--- src/rtl/dm_port_arbiter_pkg.sv ---
// Shared definitions for the data-memory port arbiter: FSM states, port ids and
// byte-enable constants.
package dm_arb_defs;

    typedef enum logic [1:0] {
        IDLE   = 2'd0,
        XFER   = 2'd1,
        RMW_RD = 2'd2,
        RMW_WR = 2'd3
    } state_t;

    typedef logic port_id_t;

    localparam port_id_t   PORT_A  = 1'b0;
    localparam port_id_t   PORT_B  = 1'b1;
    localparam logic [3:0] BE_FULL = 4'b1111;
    localparam logic [3:0] BE_NONE = 4'b0000;

    // A write touching some but not all lanes must read the old word first.
    function automatic logic needs_rmw(input logic we, input logic [3:0] be);
        return we && (be != BE_FULL) && (be != BE_NONE);
    endfunction

endpackage

--- src/rtl/dm_port_arbiter_rr_picker.sv ---
// Combinational winner selection between ports A and B: round-robin on the
// last served port, or fixed priority to A.
module dm_rr_picker
    import dm_arb_defs::*;
(
    input  logic     req_a,
    input  logic     req_b,
    input  port_id_t last,
    input  logic     prio_mode,
    output port_id_t gnt_id,
    output logic     gnt_vld
);

    always_comb begin
        // NOTE: every output gets a default first so no path can infer a latch.
        gnt_vld = req_a || req_b;
        gnt_id  = PORT_A;
        if (req_b && (!req_a || (!prio_mode && last == PORT_A))) begin
            gnt_id = PORT_B;
        end
    end

endmodule

--- src/rtl/dm_port_arbiter.sv ---
// Two-port front end for the single-port word-wide data memory: arbitrates per
// transaction and turns partial-lane stores into read-modify-write.
module dm_port_arbiter
    import dm_arb_defs::*;
#(
    parameter int ADDR_W    = 32,
    parameter int PRIO_MODE = 0
) (
    input  logic              clk,
    input  logic              clr_n,

    input  logic              a_req,
    input  logic              a_we,
    input  logic [3:0]        a_be,
    input  logic [ADDR_W-1:0] a_addr,
    input  logic [31:0]       a_wd,
    output logic              a_gnt,
    output logic              a_done,
    output logic [31:0]       a_rd,

    input  logic              b_req,
    input  logic              b_we,
    input  logic [3:0]        b_be,
    input  logic [ADDR_W-1:0] b_addr,
    input  logic [31:0]       b_wd,
    output logic              b_gnt,
    output logic              b_done,
    output logic [31:0]       b_rd,

    output logic              mem_we,
    output logic [ADDR_W-1:0] mem_addr,
    output logic [31:0]       mem_wd,
    input  logic [31:0]       mem_dr,

    output logic              busy
);

    localparam logic              PRIO_FIXED = (PRIO_MODE != 0);
    localparam logic [ADDR_W-1:0] WORD_MASK  = ~ADDR_W'(3);

    state_t      state;
    port_id_t    last_served;
    port_id_t    cmd_id;
    logic        cmd_we;
    logic [3:0]  cmd_be;
    logic [31:0] cmd_wd;

    port_id_t          pick_id;
    logic              pick_vld;
    logic              grant;
    logic              sel_we;
    logic [3:0]        sel_be;
    logic [ADDR_W-1:0] sel_addr;
    logic [31:0]       sel_wd;
    logic [31:0]       merged;

    dm_rr_picker u_picker (
        .req_a     (a_req),
        .req_b     (b_req),
        .last      (last_served),
        .prio_mode (PRIO_FIXED),
        .gnt_id    (pick_id),
        .gnt_vld   (pick_vld)
    );

    // Grants are only offered from IDLE and are forced low while reset is held.
    assign grant = clr_n && (state == IDLE) && pick_vld;
    assign a_gnt = grant && (pick_id == PORT_A);
    assign b_gnt = grant && (pick_id == PORT_B);
    assign busy  = (state != IDLE);

    always_comb begin
        sel_we   = a_we;
        sel_be   = a_be;
        sel_addr = a_addr;
        sel_wd   = a_wd;
        if (pick_id == PORT_B) begin
            sel_we   = b_we;
            sel_be   = b_be;
            sel_addr = b_addr;
            sel_wd   = b_wd;
        end
    end

    always_comb begin
        merged = mem_dr;
        for (int i = 0; i < 4; i++) begin
            if (cmd_be[i]) merged[8*i +: 8] = cmd_wd[8*i +: 8];
        end
    end

    // NOTE: state and outputs use non-blocking assignments so every register
    // samples pre-edge values regardless of statement order.
    always_ff @(posedge clk or negedge clr_n) begin
        if (!clr_n) begin
            // NOTE: the command/data registers are reset too; they are few and
            // this keeps outputs deterministic after a mid-transaction reset.
            state       <= IDLE;
            last_served <= PORT_B;
            cmd_id      <= PORT_A;
            cmd_we      <= 1'b0;
            cmd_be      <= BE_NONE;
            cmd_wd      <= '0;
            mem_we      <= 1'b0;
            mem_addr    <= '0;
            mem_wd      <= '0;
            a_done      <= 1'b0;
            b_done      <= 1'b0;
            a_rd        <= '0;
            b_rd        <= '0;
        end else begin
            a_done <= 1'b0;
            b_done <= 1'b0;
            case (state)
                IDLE: begin
                    if (pick_vld) begin
                        cmd_id      <= pick_id;
                        cmd_we      <= sel_we;
                        cmd_be      <= sel_be;
                        cmd_wd      <= sel_wd;
                        last_served <= pick_id;
                        mem_addr    <= sel_addr & WORD_MASK;
                        if (sel_we && sel_be == BE_FULL) begin
                            mem_we <= 1'b1;
                            mem_wd <= sel_wd;
                        end
                        state <= needs_rmw(sel_we, sel_be) ? RMW_RD : XFER;
                    end
                end
                XFER: begin
                    if (!cmd_we) begin
                        if (cmd_id == PORT_B) b_rd <= mem_dr;
                        else                  a_rd <= mem_dr;
                    end
                    mem_we <= 1'b0;
                    if (cmd_id == PORT_B) b_done <= 1'b1;
                    else                  a_done <= 1'b1;
                    state <= IDLE;
                end
                RMW_RD: begin
                    mem_wd <= merged;
                    mem_we <= 1'b1;
                    state  <= RMW_WR;
                end
                RMW_WR: begin
                    mem_we <= 1'b0;
                    if (cmd_id == PORT_B) b_done <= 1'b1;
                    else                  a_done <= 1'b1;
                    state <= IDLE;
                end
                default: state <= IDLE;
            endcase
        end
    end

endmodule

--- config.mk ---
export PLATFORM = sky130hd
export DESIGN_NAME = dm_port_arbiter
export DESIGN_NICKNAME = d
export VERILOG_FILES = /design/src/rtl/dm_port_arbiter_pkg.sv /design/src/rtl/dm_port_arbiter_rr_picker.sv /design/src/rtl/dm_port_arbiter.sv
export SDC_FILE = /design/constraint.sdc
export NUM_CORES = 1
export LEC_CHECK = 0
export ABC_AREA = 1
export CORE_MARGIN = 10
export CORE_UTILIZATION = 44
export CTS_CLUSTER_DIAMETER = 150
export DETAILED_ROUTE_END_ITERATION = 8
export GPL_TIMING_DRIVEN = 0
export PLACE_DENSITY = 0.84
export SYNTH_ARGS = -nofsm -noshare
export SYNTH_HDL_FRONTEND = slang
export SYNTH_SLANG_ARGS = --single-unit
--- constraint.sdc ---
create_clock -name clk -period 2.25 [get_ports clk]
set_clock_uncertainty 0.05 [all_clocks]
set_input_delay 0.45 -clock clk [delete_from_list [all_inputs] [get_ports clk]]
set_output_delay 0.45 -clock clk [all_outputs]
set_load 0.02 [all_outputs]
# --- Word-level counts from Yosys, hierarchy flattened ---
# Cells that the tools add are included.
# W data, S select, Z words.
word_totals:
  out_inout_bits: 134
  input_bits: 174
  wordCells: 67
  register_bits: 170
op_classes:
  eq_ne: 7
  muxes: 22
  n_bitwise: 4
  n_reduce_logical: 21
ops:
  columns: ["operator", "n"]
  rows:
  - ["$mux W32", 4]
  - ["$pmux W32 S2", 1]
  - ["$mux W8", 4]
  - ["$reduce_and A3 Y1", 3]
  - ["$logic_and A1 B1 Y1", 8]
  - ["$mux W1", 8]
  - ["$pmux W2 S3", 1]
  - ["$eq A2 B2 Y1 const B", 2]
  - ["$eq A4 B4 Y1 const B", 1]
  - ["$mux W2", 2]
  - ["$mux W4", 1]
  - ["$ne A4 B4 Y1 const B", 1]
  - ["$not A1 Y1", 4]
  - ["$reduce_and A2 Y1", 2]
  - ["$reduce_bool A2 Y1", 2]
  - ["$reduce_bool A4 Y1", 1]
  - ["$pmux W1 S3", 1]
  - ["$eq A2 B1 Y1 const B", 1]
  - ["$logic_not A2 Y1", 1]
  - ["$logic_or A1 B1 Y1", 2]
  - ["$ne A2 B1 Y1 const B", 1]
  - ["$ne A2 B2 Y1 const B", 1]
  - ["$reduce_or A2 Y1", 1]
  - ["$logic_not A1 Y1", 1]

# --- Depth between registers and ports, before layout ---
# Gate-level depths: netlist (run 1).
depth:
  ltp_word: 11
  mapped_depth: 12
  mapped_depth_nobuf: 10

# --- Hierarchy ---
# A second synthesis (run 1) with hierarchy kept.
hier_totals:
  hier_cells: 950
  area_unflattened_um2: 7727.4
by_module_without_submodules:
  columns: ["module", "area_per_inst_um2", "instances", "seq_area_each_um2", "cells_each"]
  rows:
  - ["dm_port_arbiter", 7704.9, 1, 4255.3, 944]
  - ["dm_rr_picker", 22.5, 1, 0.0, 6]

# --- Least setup slack after synthesis (run 1) ---
# OpenSTA, ideal clock, no wires.
synth_path:
  path_type: "register to output"
  startpoint: "reg state[0]"
  endpoint: "out a_gnt"
  n_path_buf: 1
  path_stages_with_launch: 7
  slack_ns: 0.074
  required_ns: 1.750
  t_arrival_ns: 1.676
  path_cell_list: "dfrtp_1 nor2_2 inv_1 nor2_2 inv_2 clkbuf_1 nor3_1"
synth_between:
  elab_chain_cells: 4
synth_lines:
  columns: ["item", "line_no", "text"]
  rows:
  - ["start, declared", "dm_port_arbiter.sv:41", "state_t state;"]
  - ["start signal, assigned", "dm_port_arbiter.sv:127", "state <= needs_rmw(sel_we, sel_be) ? RMW_RD : XFER;"]
  - ["$logic_not A2 Y1", "dm_port_arbiter.sv:67", "assign grant = clr_n && (state == IDLE) && pick_vld;"]
  - ["$logic_and A1 B1 Y1 (2 in series)", "dm_port_arbiter.sv:67", null]
  - ["$logic_and A1 B1 Y1", "dm_port_arbiter.sv:68", "assign a_gnt = grant && (pick_id == PORT_A);"]
  - ["end, declared", "dm_port_arbiter.sv:17", "output logic a_gnt,"]
# Every way passes these cells.

# --- Worst setup path after layout (run 1) ---
# Ends and elaborated chain as after synthesis.

==> results.toml, run 1 <==
[synthesis]
avgSynthCellArea_um2 = 8.41
synth_area_um2 = 7630
yosysSeqAreaShare = 0.558
synth_mux_area_frac = 0
synth_top_area_cell = "dfrtp_1"
yosys.area_share.adder = 0
synth-compound-area-share = 0.190
synthCells = 907
synth_top_family_by_area = "compound AO/OA/AOI/OAI gates"
ys_types = 25
yosys-top-cells-area = "dfrtp_1 (55%), o21ai_0 (15%), nand2_1 (10%)"
ys_ff_latch = 170
synth_top_area_share = 0.554
synthSimpleGateAreaFrac = 0.188
yosys_warnings = 0
synthXorXnorAreaFrac = 0

[route]
first_pass_iters = 5
drcViolationCount = 0
routed_wirelength_mm = 27.9
vias_per_cell = 5.21
wire_per_inst_um = 18.9
final_antenna_net_count = 0
via_count = 7686
drt_iter0_markers = 620

[worst_setup_path]
critical_path.max_fanout = 18
cpMostUsedCell = "nor2_4"
start_kind = "register"
path_class = "reg -> out"
cp-end-kind = "output port"
cp_slowest_cell = "dfrtp_1"
cp_slowest_stage_delay_ps = 400
crit_chain = "nor2_4 -> inv_1 -> nor2_4 -> inv_6 -> nor3_2 -> buf_4"
critPathArrivalTime_ps = 1680
critPathRequiredTime_ps = 1750

[flow_run]
cap_violations = 0

[floorplanning]
start_util = 0.444
core_area_um2 = 17200
rows = 48
dieArea_um2 = 23000
die_y_um = 152
ios = 308
die_w_um = 152

[timing]
rsz0062_at_grt = "yes"
setup_viol = 0
hold-worst-slack_ps = -16.2
period_minus_slack_ps = 2180
tightest_slew_ps = 762
slew_viol_final = 0
slew_headroom = 0.492
max_freq_mhz = 459
setup_ws_ps = 70.5
tns_ps = 0
post-route-period-util = 0.969
hold_viol = 7

[global_routing]
grt_pass1_wl_mm = 41.9
grt_max_degree = 97
grtUsageTotal = 0.234
grt_pass1_vias = 7753
antenna_found_initial = 1
grt_overflow = 0

[finish]
fin_util = 0.683
nets = 1411
regArea_um2 = 4260
area_delta_synth_final_pct = 53.7
drive_above_1_share = 0.0728
finish.instance_area_um2 = 11700
layout_commonest_cell = "clkdlybuf4s50_1"
multi_input_area_um2 = 2940
nFillCells = 1380
most-common-layout-cells = "clkdlybuf4s50_1 (296), o21ai_0 (224), nand2_1 (212), dfrtp_1 (169), inv_1 (47)"

[clock_network]
cts.path.max_buffers = 2
path_clk_slew_ps = 70
clkLatencyLatePin_ps = 420
cts-htree-levels = 4
root_buffer = "clkbuf_16"
numCtsBuffers = 17
cts_tree = "yes"
cts_num_sinks = 170

[run_status]
outcome = "finished, violations left"
violations = "hold timing"

[power]
p_leak_nw = 5.27
p_per_area_nw_per_um2 = 1480
ir_drop_mv = 0.733
total_power_mw = 17.4

[placement]
place.detailed.hpwl_mm = 21.5
placed_area_um2 = 11000
port_buffers = 301
dp_slack_ps = -1210
routabilityCongestion = 0.873

[min_path]
min_path_type = "in -> async"
==> cells by family (layout without fill, tap and decap cells) <==
| group | count (synthesis) | in the layout |
|---|---|---|
| buf+inv | 112 | 454 |
| other cells | 1 | 3 |
| compound gates | 290 | 290 |
| flops | 170 | 170 |
| simple gates | 334 | 334 |
==> report_power, final <==
group | switching (mW) | leakage (nW) | total [mW] | internal, mW
combinational | 5.19 | 2.91 | 8.90 | 3.71
sequential | 0.866 | 2.07 | 5.50 | 4.63
clock | 1.30 | 0.289 | 3.01 | 1.70
total | 7.36 | 5.27 | 17.4 | 10.0
==> cell type report <==
type | instances | share of cell area
antenna | 1 | 0.000213
buffer | 56 | 0.0251
timing repair buffer | 314 | 0.268
sequential | 170 | 0.363
clock buffer | 19 | 0.0378
inverter | 52 | 0.0181
clock inverter | 13 | 0.0132
multi-input combinational | 626 | 0.251
tap | 225 | 0.0240
==> critical path, delay by kind of cell (launching register included) <==
family,cells,cell delay (ps)
DFF,1,400
buffers and inverters,3,370
and+or+nand+nor,3,490
==> cell usage after synthesis <==
master,number
clkinv_4,1
nand2_4,2
buf_2,7
conb_1,1
dfstp_2,1
nand2_2,4
nor3_1,1
or2_0,27
o21ai_0,233
buf_4,5
nor2_1,36
clkbuf_1,44
nand3b_1,4
inv_2,4
a21oi_1,32
nand2_1,213
o21ai_1,25
buf_6,4
dfrtp_1,169
nand3_1,37
or2_2,5
nand4_1,1
nand3_2,1
inv_1,47
nor2_2,3
==> path summary, 6_finish.rpt <==
| check | cells after the start | slack (ps) | endpoint | from |
|---|---|---|---|---|
| setup reg to reg | 10 | 100 | mem_wd[8] | last_served |
| min in group clk | 2 | 420 | mem_wd[20] | mem_wd[20] |
| hold / removal | 1 | -20 | mem_addr[8] | clr_n |
| setup / recovery | 6 | 70 | a_gnt | state[0] |
| max in group asynchronous | 2 | 1320 | a_rd[2] | clr_n |
| hold reg to reg | 2 | 420 | mem_wd[20] | mem_wd[20] |
==> registers in the layout, summed over array words and instances, names as in the netlist, 2 cells and up <==
name      flops
a_rd         32
b_rd         32
cmd_wd       32
mem_wd       32
mem_addr     30
cmd_be        4
state         2
==> per-stage QoR <==
step                      hold WS (ps)  instances
after floorplan                    104        908
after global placement             404       1434
after detailed placement           408       1435
after CTS                         27.0       1474
after global routing              41.2       1476
final                            -16.2       1476
==> repair_timing <==
item                       in CTS  in global routing
setup endpoints to repair       7                 25
cloned                          0                  0
gates resized for setup        33                 17
hold buffers                    0                  0
pin swaps                       4                  1
buffers inserted                9                  3
hold endpoints to repair        0                  0
==> routing by layer <==
| layer | track usage | share of wire | up-vias | wire (um) |
|---|---|---|---|---|
| li1 | - | - | 3640 | - |
| met1 | 0.277 | 0.38 | 3651 | 10700 |
| met2 | 0.402 | 0.50 | 354 | 13900 |
| met3 | 0.0662 | 0.096 | 41 | 2690 |
| met4 | 0.0772 | 0.022 | 0 | 615 |
| met5 | 0 | 0 | - | 0 |
No activity file was read; power rests on OpenSTA's default activity.
==> run 2, diff against run 1 <==
PLACE_DENSITY = 0.82   (was 0.84)
==> results.toml, run 2 (synthesis gave the netlist of run 1 again) <==
[floorplanning]
core_area_um2 = 17200
rows = 48
die_w_um = 152
ios = 308
die_y_um = 152
dieArea_um2 = 23000
start_util = 0.444

[global_routing]
antenna_found_initial = 0
grt_use_met2 = 0.401
grtUsageMet3 = 0.0781
gr-usage-met1 = 0.278
grt_pass1_vias = 7860
grt_max_degree = 102
busiest_layer = "met2"
grt_pass1_wl_mm = 42.6
grt_overflow = 0
grtUsageTotal = 0.238

[power]
p_leak_nw = 5.27
p_per_area_nw_per_um2 = 1490
ir_drop_mv = 0.725

[route]
via_count = 7628
routed_wirelength_mm = 27.9
vias_per_cell = 5.17
wire_per_inst_um = 18.9
drt_iter0_markers = 473
drcViolationCount = 0
first_pass_iters = 5
final_antenna_net_count = 0

[finish]
regArea_um2 = 4260
nFillCells = 1458
nets = 1412
most-common-layout-cells = "clkdlybuf4s50_1 (297), o21ai_0 (233), nand2_1 (212), dfrtp_1 (169), inv_1 (46)"
drive_above_1_share = 0.0736
layout_commonest_cell = "clkdlybuf4s50_1"
area_delta_synth_final_pct = 53.9
multi_input_area_um2 = 2940

[worst_setup_path]
cp_slowest_stage_delay_ps = 520
path_class = "in -> out"
cp_slowest_cell = "clkdlybuf4s50_1"
critical_path.max_fanout = 4
cp-end-kind = "output port"
start_kind = "primary input"
crit_chain = "clkdlybuf4s50_1 -> nor2_2 -> nor2_4 -> clkbuf_8 -> nand2_4 -> nor2_1 -> buf_4"
critPathRequiredTime_ps = 1750
critPathArrivalTime_ps = 1730

[flow_run]
cap_violations = 0

[clock_network]
cts_tree = "yes"
numCtsBuffers = 17
path_clk_slew_ps = 70
cts.path.max_buffers = 2
clkLatencyLatePin_ps = 430
cts-htree-levels = 4
cts_num_sinks = 170
holdBufCountCts = 0
root_buffer = "clkbuf_16"

[timing]
period_minus_slack_ps = 2230
setup_viol = 0
max_freq_mhz = 448
rsz0062_at_grt = "yes"
tightest_slew_ps = 767
hold_viol = 0
slew_headroom = 0.489
hold-worst-slack_ps = 2.16
post-route-period-util = 0.992
tns_ps = 0
slew_viol_final = 0

[run_status]
outcome = "completed"

[placement]
routabilityCongestion = 0.914
port_buffers = 301
place.detailed.hpwl_mm = 21.5

[min_path]
min_path_type = "in -> async"
-- run 2: area by class of cell --
type | instances | area share
sequential | 170 | 0.362
timing repair buffer | 313 | 0.266
multi-input combinational | 626 | 0.250
clock buffer | 17 | 0.0362
buffer | 58 | 0.0258
tap | 225 | 0.0240
inverter | 52 | 0.0179
clock inverter | 14 | 0.0173
antenna | 1 | 0.000213
-- run 2: through the flow --
step	instance area (um^2)	total power, mW	util	setup WS (ps)	instances
after CTS	11700	17.6	0.682	-25.6	1474
after global placement	10900	14.0	0.636	-6370	1434
final	11700	17.6	0.684	19.0	1476
after floorplan	7630	9.98	-	74.1	908
after detailed placement	11000	14.3	0.638	-1180	1435
after global routing	11700	18.7	0.683	-43.2	1475
-- run 2: repair_timing --
item                       4_1_cts  5_1_grt
setup endpoints to repair       11       28
pin swaps                        3        3
resized for setup               28       13
buffers inserted                 9        2
-- run 2: worst max-delay path, delay by kind of cell --
| kind | cells | cell delay [ps] |
|---|---|---|
| buf+inv | 3 | 850 |
| simple gates | 4 | 420 |
-- run 2: final timing paths --
| path | end | cells after the start | startpoint | slack (ps) |
|---|---|---|---|---|
| setup / recovery | b_gnt | 7 | a_req | 20 |
| hold / removal | mem_addr[6] | 1 | clr_n | 2 |
| hold reg to reg | mem_wd[1] | 2 | mem_wd[1] | 420 |
| min in group clk | mem_wd[1] | 2 | mem_wd[1] | 420 |
| setup reg to reg | mem_wd[23] | 10 | last_served | 180 |
| max in group asynchronous | mem_wd[11] | 2 | clr_n | 1320 |
-- run 2: metal layers --
metal	vias to the layer above	part of all wire
li1	3639	-
met4	0	0.028
met1	3595	0.39
met5	-	0
met3	45	0.094
met2	349	0.49
-- run 2: power by group --
part	internal, mW	switching [mW]
Clock	1.88	1.27
Combinational	3.70	5.22
Sequential	4.63	0.853
Total	10.2	7.35
==> run 3, diff against run 2 <==
CORE_UTILIZATION = 45   (was 44)
CTS_BUF_LIST = sky130_fd_sc_hd__clkbuf_8   (was unset)
PLACE_DENSITY = 0.84   (was 0.82)
SYNTH_HIERARCHICAL = 1   (was unset)
==> results.toml, run 3 <==
[clock_network]
numCtsBuffers = 17
cts_tree = "yes"
cts-htree-levels = 4
cts.path.max_buffers = 2
root_buffer = "clkbuf_8"
cts_num_sinks = 170
clkLatencyLatePin_ps = 480
path_clk_slew_ps = 90

[worst_setup_path]
critical_path.max_fanout = 5
critPathArrivalTime_ps = 1760
cp_slowest_stage_delay_ps = 570
path_class = "reg -> out"
crit_chain = "nor2_4 -> nor2_4 -> nor2_4 -> buf_8 -> buf_8 -> nor3_4 -> buf_6"
cp-end-kind = "output port"
critPathRequiredTime_ps = 1750
start_kind = "register"
cp_slowest_cell = "dfstp_2"
cpMostUsedCell = "nor2_4"

[route]
first_pass_iters = 5
via_count = 7982
drcViolationCount = 0
wire_per_inst_um = 19.3
routed_wirelength_mm = 29.4
final_antenna_net_count = 0
drt_iter0_markers = 663
vias_per_cell = 5.24

[timing]
hold-worst-slack_ps = -114
max_freq_mhz = 442
period_minus_slack_ps = 2260
slew_viol_final = 0
hold_viol = 72
tightest_slew_ps = 562
setup_viol = 1
slew_headroom = 0.625
post-route-period-util = 1.01
tns_ps = -11.6
setup_ws_ps = -11.6
rsz0062_at_grt = "yes"

[run_status]
violations = "hold timing, setup timing"
outcome = "finished, violations left"

[global_routing]
grtUsageTotal = 0.253
grt_pass1_vias = 7981
grt_max_degree = 99
grt_pass1_wl_mm = 44.4
antenna_found_initial = 1
grt_overflow = 0

[placement]
place.detailed.hpwl_mm = 22.8
port_buffers = 301
dp_cells = 1474
placed_area_um2 = 11100
routabilityCongestion = 0.928

[power]
p_leak_nw = 5.36
intPower_mw = 9.34
p_per_area_nw_per_um2 = 1420
ir_drop_mv = 0.678
clkPwrFrac = 0.131
combPwrFrac = 0.543
power_frac_seq = 0.326
switching_share = 0.440
p_switching_mw = 7.34

[synthesis]
synth_area_um2 = 7730
yosys-top-cells-area = "dfrtp_1 (55%), nand2_1 (15%), o21ai_0 (12%)"
yosys_warnings = 6
ys.flop_type = "dfrtp_1"
async_flop_share = 1.00
synth.most_common_cell = "nand2_1"
avgSynthCellArea_um2 = 8.13
synth_commonest_cells = "nand2_1 (315), o21ai_0 (181), dfrtp_1 (169)"
synth_top_area_cell = "dfrtp_1"
yosysSeqAreaShare = 0.551
synthCells = 950
ys_types = 23
synth_edf_count = 0
synth_top_area_share = 0.547
ys_ff_latch = 170

[floorplanning]
start_util = 0.463
rows = 47
ios = 308
die_y_um = 151
dieArea_um2 = 22800
die_w_um = 151
core_area_um2 = 16700

[finish]
multi_input_area_um2 = 3060
layout_commonest_cell = "nand2_1"
regArea_um2 = 4260
nets = 1462
area_delta_synth_final_pct = 51.7
most-common-layout-cells = "nand2_1 (311), clkdlybuf4s50_1 (296), o21ai_0 (174), dfrtp_1 (168), inv_1 (50)"
nFillCells = 1372
drive_above_1_share = 0.104
final_cells = 1523
finish.instance_area_um2 = 11700

[min_path]
min_path_type = "in -> async"

[flow_run]
cap_violations = 0
[run 3: worst max-delay path: cells and delay by family (launching register included)]
| kind | cells | cell delay (ps) |
|---|---|---|
| and+or+nand+nor | 4 | 320 |
| DFF | 1 | 570 |
| buffers and inverters | 3 | 400 |
[run 3: logic make-up after synthesis]
group | after synthesis | share of synthesized area
AOI/OAI and AO/OA | 228 | 0.153
other | 1 | 0.000485
and+or+nand+nor | 429 | 0.229
DFF | 170 | 0.551
buffers and inverters | 122 | 0.0675
[run 3: final timing paths]
| path | from | slack [ps] | cells past startpoint | end |
|---|---|---|---|---|
| min | clr_n | -110 | 1 | b_rd[1] |
| min reg2reg | mem_wd[26] | 430 | 2 | mem_wd[26] |
| min in group clk | mem_wd[26] | 430 | 2 | mem_wd[26] |
| max | last_served | -10 | 7 | a_gnt |
| max reg2reg | last_served | 80 | 11 | mem_wd[16] |
| max in group asynchronous | clr_n | 1370 | 2 | last_served |
[run 3: area by class of cell]
| class | instances | area share |
|---|---|---|
| Tap cell | 220 | 0.0235 |
| Multi-Input combinational cell | 660 | 0.261 |
| Antenna cell | 2 | 0.000427 |
| Clock inverter | 15 | 0.0130 |
| Buffer | 64 | 0.0292 |
| Inverter | 55 | 0.0180 |
| Clock buffer | 17 | 0.0200 |
| Timing Repair Buffer | 320 | 0.272 |
| Sequential cell | 170 | 0.363 |
[run 3: power groups by stage]
stage	Combinational, mW	Clock [mW]	Sequential [mW]
finish	9.05	2.18	5.44
global route	9.84	2.33	5.62
CTS	8.86	2.20	5.42
detailed placement	8.76	0	5.47
global placement	8.57	0	5.39
floorplan	3.24	0	6.79
[run 3: through the flow]
step | setup WS, ps | utilization | total power [mW]
global placement | -6380 | 0.660 | 14.0
detailed placement | -1640 | 0.662 | 14.2
CTS | -271 | 0.692 | 16.5
finish | -11.6 | 0.702 | 16.7
floorplan | 9.56 | - | 10.0
global route | -85.0 | 0.702 | 17.8
[run 3: what timing repair did]
action,in CTS,in global routing
pin swaps,4,9
endpoints found under the hold margin,72,72
buffers inserted,5,13
setup endpoints to repair,82,63
gates resized for setup,46,28
[run 3: layer usage]
metal,up-vias,part of all wire,global-route usage
li1,3746,-,-
met1,3775,0.37,0.289
met5,-,0,0
met3,60,0.11,0.0916
met4,0,0.035,0.117
met2,401,0.49,0.417
